$ cat src/rtl/branch_target_table_pkg.sv
// Shared types and saturating direction-counter helpers for the branch target table.
package branch_target_table_pkg;

    localparam int unsigned ADDR_WIDTH_DEFAULT = 16;

    typedef enum logic [1:0] {
        UPD_NONE,
        UPD_HIT,
        UPD_FILL,
        UPD_EVICT
    } update_e;

    // Counters are passed zero-extended to 32 bits; width must be 1..32.
    function automatic logic [31:0] ctr_max(input int unsigned width);
        return 32'hFFFF_FFFF >> (32 - width);
    endfunction

    function automatic logic [31:0] ctr_inc(input logic [31:0] ctr, input int unsigned width);
        return (ctr == ctr_max(width)) ? ctr : ctr + 32'd1;
    endfunction

    function automatic logic [31:0] ctr_dec(input logic [31:0] ctr);
        return (ctr == 32'd0) ? ctr : ctr - 32'd1;
    endfunction

    function automatic logic predict_taken(input logic [31:0] ctr, input int unsigned width);
        return ctr[width-1];
    endfunction

endpackage

$ cat src/rtl/branch_target_table_if.sv
// Lookup, update and status signals between fetch/execute and the branch target table.
interface branch_target_table_if
    import branch_target_table_pkg::*;
#(
    parameter int unsigned ADDR_WIDTH = ADDR_WIDTH_DEFAULT,
    parameter int unsigned ENTRIES    = 32,
    parameter int unsigned CTR_WIDTH  = 2
);
    localparam int unsigned COUNT_WIDTH = $clog2(ENTRIES) + 1;

    logic                   flush;
    logic                   write;
    logic [ADDR_WIDTH-1:0]  write_key;
    logic [ADDR_WIDTH-1:0]  write_val;
    logic                   write_taken;
    logic [ADDR_WIDTH-1:0]  read_key;
    logic                   read_hit;
    logic                   read_valid;
    logic [ADDR_WIDTH-1:0]  read_val;
    logic [CTR_WIDTH-1:0]   read_ctr;
    logic [COUNT_WIDTH-1:0] count;

    modport master (
        output flush, write, write_key, write_val, write_taken, read_key,
        input  read_hit, read_valid, read_val, read_ctr, count
    );

    modport slave (
        input  flush, write, write_key, write_val, write_taken, read_key,
        output read_hit, read_valid, read_val, read_ctr, count
    );
endinterface

$ cat src/rtl/branch_target_table_lowest_set_encoder.sv
// Priority encoder: index of the lowest set bit of a vector, plus an any-set flag.
module lowest_set_encoder #(
    parameter int unsigned N = 4
) (
    input  logic [N-1:0]         bits,
    output logic [$clog2(N)-1:0] idx,
    output logic                 any
);
    localparam int unsigned IW = $clog2(N);

    // Scan from the top down so the lowest set bit is the last one written.
    always_comb begin
        idx = '0;
        any = 1'b0;
        for (int unsigned i = N; i > 0; i--) begin
            if (bits[i-1]) begin
                idx = IW'(i - 1);
                any = 1'b1;
            end
        end
    end
endmodule

$ cat src/rtl/branch_target_table.sv
// Fully associative branch target table: PC -> target with per-entry saturating direction counter.
module branch_target_table
    import branch_target_table_pkg::*;
#(
    parameter int unsigned ADDR_WIDTH      = ADDR_WIDTH_DEFAULT,
    parameter int unsigned ENTRIES         = 32,
    parameter int unsigned CTR_WIDTH       = 2,
    parameter bit          ALLOC_NOT_TAKEN = 1'b1
) (
    input  logic                 clk,
    input  logic                 reset,
    branch_target_table_if.slave bus
);
    localparam int unsigned IW = $clog2(ENTRIES);
    localparam int unsigned CW = $clog2(ENTRIES) + 1;

    logic [ADDR_WIDTH-1:0] keys [ENTRIES];
    logic [ADDR_WIDTH-1:0] vals [ENTRIES];
    logic [CTR_WIDTH-1:0]  ctrs [ENTRIES];
    logic [ENTRIES-1:0]    valid;
    logic [IW-1:0]         current;
    logic [CW-1:0]         count;

    logic [ENTRIES-1:0] r_match, w_match, free;
    logic [IW-1:0]      r_idx, w_idx, f_idx, victim;
    logic               r_any, w_any, f_any;
    update_e            action;

    always_comb begin
        r_match = '0;
        w_match = '0;
        for (int unsigned i = 0; i < ENTRIES; i++) begin
            r_match[i] = valid[i] && (keys[i] == bus.read_key);
            w_match[i] = valid[i] && (keys[i] == bus.write_key);
        end
        free = ~valid;
    end

    lowest_set_encoder #(.N(ENTRIES)) u_read_enc  (.bits(r_match), .idx(r_idx), .any(r_any));
    lowest_set_encoder #(.N(ENTRIES)) u_write_enc (.bits(w_match), .idx(w_idx), .any(w_any));
    lowest_set_encoder #(.N(ENTRIES)) u_free_enc  (.bits(free),    .idx(f_idx), .any(f_any));

    always_comb begin
        action = UPD_NONE;
        if (bus.write) begin
            if (w_any)
                action = UPD_HIT;
            else if (bus.write_taken || ALLOC_NOT_TAKEN)
                action = f_any ? UPD_FILL : UPD_EVICT;
        end
        victim = (action == UPD_FILL) ? f_idx : current;
    end

    always_ff @(posedge clk) begin
        if (reset) begin
            valid   <= '0;
            current <= '0;
            count   <= '0;
            for (int unsigned i = 0; i < ENTRIES; i++) begin
                keys[i] <= '0;
                vals[i] <= '0;
                ctrs[i] <= '0;
            end
        end else if (bus.flush) begin
            valid   <= '0;
            current <= '0;
            count   <= '0;
        end else begin
            case (action)
                UPD_HIT: begin
                    if (bus.write_taken) begin
                        ctrs[w_idx] <= CTR_WIDTH'(ctr_inc(32'(ctrs[w_idx]), CTR_WIDTH));
                        vals[w_idx] <= bus.write_val;
                    end else begin
                        ctrs[w_idx] <= CTR_WIDTH'(ctr_dec(32'(ctrs[w_idx])));
                    end
                end
                UPD_FILL, UPD_EVICT: begin
                    keys[victim]  <= bus.write_key;
                    vals[victim]  <= bus.write_val;
                    valid[victim] <= 1'b1;
                    ctrs[victim]  <= bus.write_taken ? CTR_WIDTH'(ctr_max(CTR_WIDTH)) : '0;
                    if (action == UPD_FILL)
                        count <= count + CW'(1);
                    else
                        current <= current + IW'(1);
                end
                default: ;
            endcase
        end
    end

    always_comb begin
        bus.read_hit   = r_any;
        bus.read_val   = r_any ? vals[r_idx] : '0;
        bus.read_ctr   = r_any ? ctrs[r_idx] : '0;
        bus.read_valid = r_any && predict_taken(32'(ctrs[r_idx]), CTR_WIDTH);
        bus.count      = count;
    end
endmodule
$ cat src/flat_wrapper.sv
// flat-port wrapper written by rule: the top's interface ports become plain ports
module branch_target_table_flat import branch_target_table_pkg::*;
#(
    parameter int unsigned ADDR_WIDTH      = ADDR_WIDTH_DEFAULT,
    parameter int unsigned ENTRIES         = 32,
    parameter int unsigned CTR_WIDTH       = 2,
    parameter bit          ALLOC_NOT_TAKEN = 1'b1
)
  (clk, reset, bus_flush, bus_write, bus_write_key, bus_write_val, bus_write_taken, bus_read_key, bus_read_hit, bus_read_valid, bus_read_val, bus_read_ctr, bus_count);
  branch_target_table_if #(.ADDR_WIDTH(ADDR_WIDTH), .ENTRIES(ENTRIES), .CTR_WIDTH(CTR_WIDTH)) bus_i ();
  input  logic clk;
  input  logic reset;
  input wire logic [$bits(bus_i.flush)-1:0] bus_flush;
  input wire logic [$bits(bus_i.write)-1:0] bus_write;
  input wire logic [$bits(bus_i.write_key)-1:0] bus_write_key;
  input wire logic [$bits(bus_i.write_val)-1:0] bus_write_val;
  input wire logic [$bits(bus_i.write_taken)-1:0] bus_write_taken;
  input wire logic [$bits(bus_i.read_key)-1:0] bus_read_key;
  output wire logic [$bits(bus_i.read_hit)-1:0] bus_read_hit;
  output wire logic [$bits(bus_i.read_valid)-1:0] bus_read_valid;
  output wire logic [$bits(bus_i.read_val)-1:0] bus_read_val;
  output wire logic [$bits(bus_i.read_ctr)-1:0] bus_read_ctr;
  output wire logic [$bits(bus_i.count)-1:0] bus_count;
  assign bus_i.flush = bus_flush;
  assign bus_i.write = bus_write;
  assign bus_i.write_key = bus_write_key;
  assign bus_i.write_val = bus_write_val;
  assign bus_i.write_taken = bus_write_taken;
  assign bus_i.read_key = bus_read_key;
  assign bus_read_hit = bus_i.read_hit;
  assign bus_read_valid = bus_i.read_valid;
  assign bus_read_val = bus_i.read_val;
  assign bus_read_ctr = bus_i.read_ctr;
  assign bus_count = bus_i.count;
  branch_target_table #(.ADDR_WIDTH(ADDR_WIDTH), .ENTRIES(ENTRIES), .CTR_WIDTH(CTR_WIDTH), .ALLOC_NOT_TAKEN(ALLOC_NOT_TAKEN)) u_core (.clk(clk), .reset(reset), .bus(bus_i));
endmodule
$ cat config.mk
export PLATFORM = sky130hd
export DESIGN_NAME = branch_target_table_flat
export DESIGN_NICKNAME = d
export VERILOG_FILES = /design/src/rtl/branch_target_table_pkg.sv /design/src/rtl/branch_target_table_if.sv /design/src/rtl/branch_target_table_lowest_set_encoder.sv /design/src/rtl/branch_target_table.sv /design/src/flat_wrapper.sv
export SDC_FILE = /design/constraint.sdc
export NUM_CORES = 2
export LEC_CHECK = 0
export BUFFER_PORTS_ARGS = -buffer_cell sky130_fd_sc_hd__buf_2
export CELL_PAD_IN_SITES_DETAIL_PLACEMENT = 0
export CELL_PAD_IN_SITES_GLOBAL_PLACEMENT = 2
export CORE_MARGIN = 2
export CORE_UTILIZATION = 40
export DETAILED_ROUTE_END_ITERATION = 16
export PLACE_DENSITY_LB_ADDON = 0.15
export SYNTH_ARGS = -nofsm -noshare
export SYNTH_HDL_FRONTEND = slang
export SYNTH_SLANG_ARGS = --single-unit
$ cat constraint.sdc
create_clock -name clk -period 6.25 [get_ports clk]
set_input_delay 1.25 -clock clk [delete_from_list [all_inputs] [get_ports clk]]
set_output_delay 1.25 -clock clk [all_outputs]
set_load 0.02 [all_outputs]
* Word level (Yosys, flattened, before mapping)
Memories as Yosys holds them, arrays and structs flattened.
Cells that the tools add are included.
** Storage, ports and cells
- Register bits :: 43
- Logic and storage cells :: 395
- Output and inout bits :: 26
- Memories kept :: 3
- Memory bits (writable) :: 1088
- Input bits :: 53
** Cells by class
- Equality and inequality tests :: 68
- Order comparisons :: 2
- Bitwise operators :: 4
- Multiplexer cells :: 235
- Reduce and logical (&&, ||, !) cells :: 76
- Add/subtract/negate cells :: 4
** Memory list
- u_core.keys :: depth 32, width 16, rd ports 32, clocked after memory_dff 0, write ports 32, RTL line branch_target_table.sv:17 : logic [ADDR_WIDTH-1:0] keys [ENTRIES];
- u_core.vals :: depth 32, width 16, rd ports 1, clocked after memory_dff 0, write ports 32, RTL line branch_target_table.sv:18 : logic [ADDR_WIDTH-1:0] vals [ENTRIES];
- u_core.ctrs :: depth 32, width 2, rd ports 2, clocked after memory_dff 0, write ports 32, RTL line branch_target_table.sv:19 : logic [CTR_WIDTH-1:0] ctrs [ENTRIES];
** Operators by type and width (count)
- $eq A16 B16 Y1 :: 64
- $mux W5 :: 102
- $mux W1 :: 119
- $logic_and A1 B1 Y1 :: 66
- $mux W16 :: 4
- $reduce_or A16 Y1 :: 3
- $not A32 Y32 :: 1
- $or A32 B32 Y32 :: 1
- $mux W2 :: 9
- $reduce_or A2 Y1 :: 4
- $add A6 B1 Y6 const B :: 1
- $eq A2 B2 Y1 const B :: 3
- $lt A5 B6 Y1 const B :: 1
- $add A5 B1 Y5 const B :: 1
- $demux W1 S5 :: 1
- $ge A5 B1 Y1 const B :: 1
- $reduce_and A2 Y1 :: 2
- $add A2 B1 Y2 const B :: 1
- $eq A2 B1 Y1 const B :: 1
- $logic_not A2 Y1 :: 1
- $sub A2 B1 Y2 const B :: 1
- $not A1 Y1 :: 1
- $or A1 B1 Y1 :: 1

* Depth between registers and ports, before layout
An unclocked memory read counts as a cell.
- Depth in word-level cells :: 46
- Gate-level depth with buffers :: 22
- Mapped depth without buffers :: 14

* Hierarchy
A second synthesis with hierarchy kept.
** Unflattened totals
- Cell total of the unflattened synthesis :: 4902
- Area total of the unflattened synthesis :: 61530.3 um^2
** Modules (own cells, without submodules)
- branch_target_table :: cells each 4707, area each 60419.2 um^2, instances 1
- lowest_set_encoder :: cells each 65, area each 370.4 um^2, instances 3

* Worst setup path before layout
OpenSTA, ideal clock, no wires.
- Path kind :: input to output
- Start :: input bus_read_key[14]
- End :: output bus_read_ctr[1]
- Arrival time :: 5561 ps
- Path buffers :: 8
- Slack :: -561 ps
- Cell stages on the path :: 19
- Required time :: 5000 ps
- Path through :: clkbuf_1 buf_2 buf_2 buf_2 xnor2_1 nor4b_1 nand4b_1 or4b_2 a21o_1 a2111oi_0 nor3_1 buf_2 buf_2 buf_2 mux2i_1 a21oi_1 a21oi_1 o2111ai_1 buf_4
** On the way
- Cells in the longest elaborated chain, start to end :: 36
** Ends and longest elaborated chain
- start, declared :: RTL line flat_wrapper.sv:18 : input wire logic [$bits(bus_i.read_key)-1:0] bus_read_key;
- $eq A16 B16 Y1 :: RTL line branch_target_table.sv:33 : r_match[i] = valid[i] && (keys[i] == bus.read_key);
- $logic_and A1 B1 Y1 :: RTL line branch_target_table.sv:33
- $mux W5 (32 in series) :: RTL line branch_target_table_lowest_set_encoder.sv:16 : if (bits[i-1]) begin
- $mem_v2 Z32 W2
- $mux W2 * :: RTL line branch_target_table.sv:96 : bus.read_ctr = r_any ? ctrs[r_idx] : '0;
- end, declared :: RTL line flat_wrapper.sv:22 : output wire logic [$bits(bus_i.read_ctr)-1:0] bus_read_ctr;
Every way passes the cells marked *; elsewhere a longest branch is shown, timed or not.

* Worst setup path after layout
- Start :: input bus_read_key[5]
- End :: output bus_read_val[8]
** On the way
- Cells in the longest elaborated chain, start to end :: 36
** Ends and longest elaborated chain
- $eq A16 B16 Y1 :: RTL line branch_target_table.sv:33
- $logic_and A1 B1 Y1 :: RTL line branch_target_table.sv:33
- $mux W5 (32 in series) :: RTL line branch_target_table_lowest_set_encoder.sv:16
- $mem_v2 Z32 W16
- $mux W16 * :: RTL line branch_target_table.sv:95 : bus.read_val = r_any ? vals[r_idx] : '0;
- end, declared :: RTL line flat_wrapper.sv:21 : output wire logic [$bits(bus_i.read_val)-1:0] bus_read_val;
Marked as above.

==> metrics.cfg <==
[layout]
design_area_um2=83900
layout.cells.non_filler=9247
regArea_um2=33500
areaGrowthSynthToFinish_pct=26.0
multi_input_area_um2=32100
layout-drive-gt1-share=0.234
fillCellCount=14900
nNetsFinal=6998

[routing]
vias=54100
dr.pass1.iters=6
routed_wl_um=280000
drc=0
wire_per_inst_um=30.2
viasPerCell=5.85
drtIter0Drc=6786
antenna_left=0

[clock_tree]
clk_latency_ns=0.82
cts_buffers=139
clk_pin_slew_ns=0.06
cts_tree=done
root_buffer=clkbuf_16
cts_sinks=1131
hold_buffers=0
cts_buffer_depth=3
h-tree-depth=4

[timing]
drv_slew=0
worst_clock_skew_ns=0.0483
setup_violations=19
period_minus_slack_ns=7.19
max_slew_margin=0.405
timing.final.crit_share=1.15
hold_viol_final=0
rsz0062_at_grt=yes
layout_setup_ws_ns=-0.940
fmax_mhz=139
worst-slew-pin-transition_ns=0.892

[setup_path]
critPathMaxStageDelay_ns=0.60
crit_arrival_ns=5.94
critPathLaunchType=primary input
path_max_fanout=6
ff2ff_path_depth=17
crit_path_end_kind=primary output
worstPathCellList=buf_6 -> xnor2_4 -> nand4_1 -> or4b_4 -> or4_4 -> a21boi_2 -> o22a_2 -> o31ai_4 -> a2111oi_2 -> buf_4 -> o221ai_4 -> a211o_4 -> nand2b_4 -> buf_12 -> buf_4 -> o211ai_1 -> buf_4 -> o2111ai_4 -> buf_6
critical_path_class=in2out
cp.required_ns=5.00
cpMostUsedCell=buf_4
slowest_stage=o211ai_1

[floorplan]
die_y_um=412
io_pins=79
dieArea_um2=170000
core_um2=165000
start_util=0.403
die_width_um=412
rows=149

[run_status]
violations=negative setup slack
status=finished, violations left

[global_route]
grt_max_degree=65
use_met1=0.509
grt_overflow=0
grt_use_total=0.325
antenna_found_initial=12
first_global_vias=52200
grt.met2_usage=0.457
use_met3=0.0627
top_usage_layer=met1
grt_pass1_wl_um=393000

[worst_hold_path]
hold_depth=2
min_path_type=reg2reg

[place]
dpl.cell_count=8947
dp_hpwl_um=205000
gp_congestion=0.957
placed_area_um2=77700
io_buffer_count=78

[power_and_ir_drop]
leakagePower_nw=32.7
power_density_nw_per_um2=226
max-vdd-ir-drop_mv=0.282

[synthesis]
ys_types=93
syn_inst=6114
synth_nets=6169
synth-async-reset-ratio=0
yosys_warnings=0
synth_ff_type=edfxtp_1
synth_area_per_cell_um2=10.9
synthesis.area_um2=66600
ys_ff_latch=1131
synth-seq-area-share=0.503
synth_edf_count=1088

[run]
maxCapViolations=0

[metrics by stage]
step	total power [mW]	hold slack [ns]	util	setup TNS [ns]	setup slack, ns
CTS	19.0	0.533	0.506	-13.78	-0.840
finish	18.9	0.523	0.508	-15.40	-0.940
floorplan	9.99	0.496	-	-0.0850	-0.0850
global route	19.4	0.557	0.508	-17.33	-1.05
global placement	11.1	0.507	0.470	-65.67	-1.72
detailed placement	11.1	0.515	0.470	-71.72	-1.73
[placed cells by master (no fill, tap or decap), drive strengths merged, types with 147 or more instances in the layout]
| cell | n |
|---|---|
| xnor2 | 404 |
| and2 | 537 |
| xor2 | 629 |
| edfxtp | 1088 |
| nor4 | 248 |
| and3 | 152 |
| nor2 | 554 |
| mux2i | 293 |
| a21oi | 147 |
| buf | 1135 |
| nand2 | 384 |
| clkbuf | 180 |
[final cells by class]
| type | count | share of cell area |
|---|---|---|
| well taps | 2189 | 0.0326 |
| diodes | 3 | 0.0000895 |
| repair buffers | 1138 | 0.132 |
| inverters | 26 | 0.00116 |
| clock inverters | 73 | 0.00771 |
| flip-flops and latches | 1131 | 0.400 |
| clock buffers | 180 | 0.0445 |
| multi-input cells | 4507 | 0.382 |
[cells in the mapped netlist, drive strengths merged (29+ instances only)]
master | number | area, µm²
nand3 | 82 | 415
o22ai | 32 | 200
o22a | 38 | 333
nor4b | 76 | 666
or4 | 37 | 278
xor2 | 629 | 5510
edfxtp | 1088 | 32700
nand2b | 53 | 332
nor4 | 248 | 1580
a211oi | 34 | 260
xnor2 | 404 | 3540
nor2 | 554 | 2090
nand2 | 384 | 1450
dfxtp | 43 | 861
nand4b | 46 | 403
and3 | 152 | 951
clkbuf | 242 | 910
buf | 208 | 1260
and2 | 537 | 3360
a21oi | 147 | 739
mux2i | 293 | 2930
a221oi | 37 | 324
nand4 | 145 | 907
nor2b | 39 | 244
or2 | 68 | 425
nor3 | 54 | 270
a21o | 64 | 480
o211ai | 29 | 218
[worst paths after layout]
kind / end / slack [ns] / startpoint
worst max-delay path: bus_read_val[8] / -0.94 / bus_read_key[5]
worst min-delay path: u_core.bus.count[5]$_SDFFE_PP0P_ / 0.52 / u_core.bus.count[5]$_SDFFE_PP0P_
worst max register to register: u_core.ctrs[6][0]$_SDFFCE_PN0P_ / 0.92 / u_core.keys[24][1]$_SDFFCE_PN0P_
worst min register to register: u_core.bus.count[5]$_SDFFE_PP0P_ / 0.52 / u_core.bus.count[5]$_SDFFE_PP0P_
[sequential cells by signal, indices dropped and copies added, names as in the netlist]
signal / count
u_core.bus.count: 6
u_core.ctrs: 64
u_core.current: 5
u_core.keys: 512
u_core.valid: 32
u_core.vals: 512
[per-layer routing]
metal | routed length [µm] | vias up
met2 | 115000 | 2511
li1 | - | 23800
met5 | 35 | -
met1 | 132000 | 27500
met4 | 6220 | 6
met3 | 26500 | 312
[cell families after synthesis]
| family | count (synthesis) | synth area share |
|---|---|---|
| AOI/OAI and AO/OA | 570 | 0.0634 |
| xor gates and xnor gates | 1033 | 0.136 |
| adders and majority gates | 2 | 0.000376 |
| buffers and inverters | 476 | 0.0340 |
| DFF | 1131 | 0.503 |
| muxes | 321 | 0.0488 |
| and+or+nand+nor | 2581 | 0.214 |
[what timing repair did]
item                       4_1_cts  5_1_grt
gates resized for setup        225       48
setup buffers                   32       12
pin swaps                       56       35
setup endpoints to repair       20       19
gates cloned                     4        0
[report_power, final]
| part | internal (mW) | leakage, nW | total [mW] | switching (mW) |
|---|---|---|---|---|
| combinational | 0.867 | 19.2 | 2.21 | 1.34 |
| clock | 4.53 | 2.16 | 7.94 | 3.41 |
| sequential | 8.57 | 11.4 | 8.80 | 0.222 |
[critical path, delay by kind of cell]
family,cells,cell delay [ns]
buffers and inverters,6,0.99
xor gates and xnor gates,1,0.18
and+or+nand+nor,4,1.37
AOI/OAI and AO/OA,8,2.12
No activity file was read; power rests on OpenSTA's default activity.
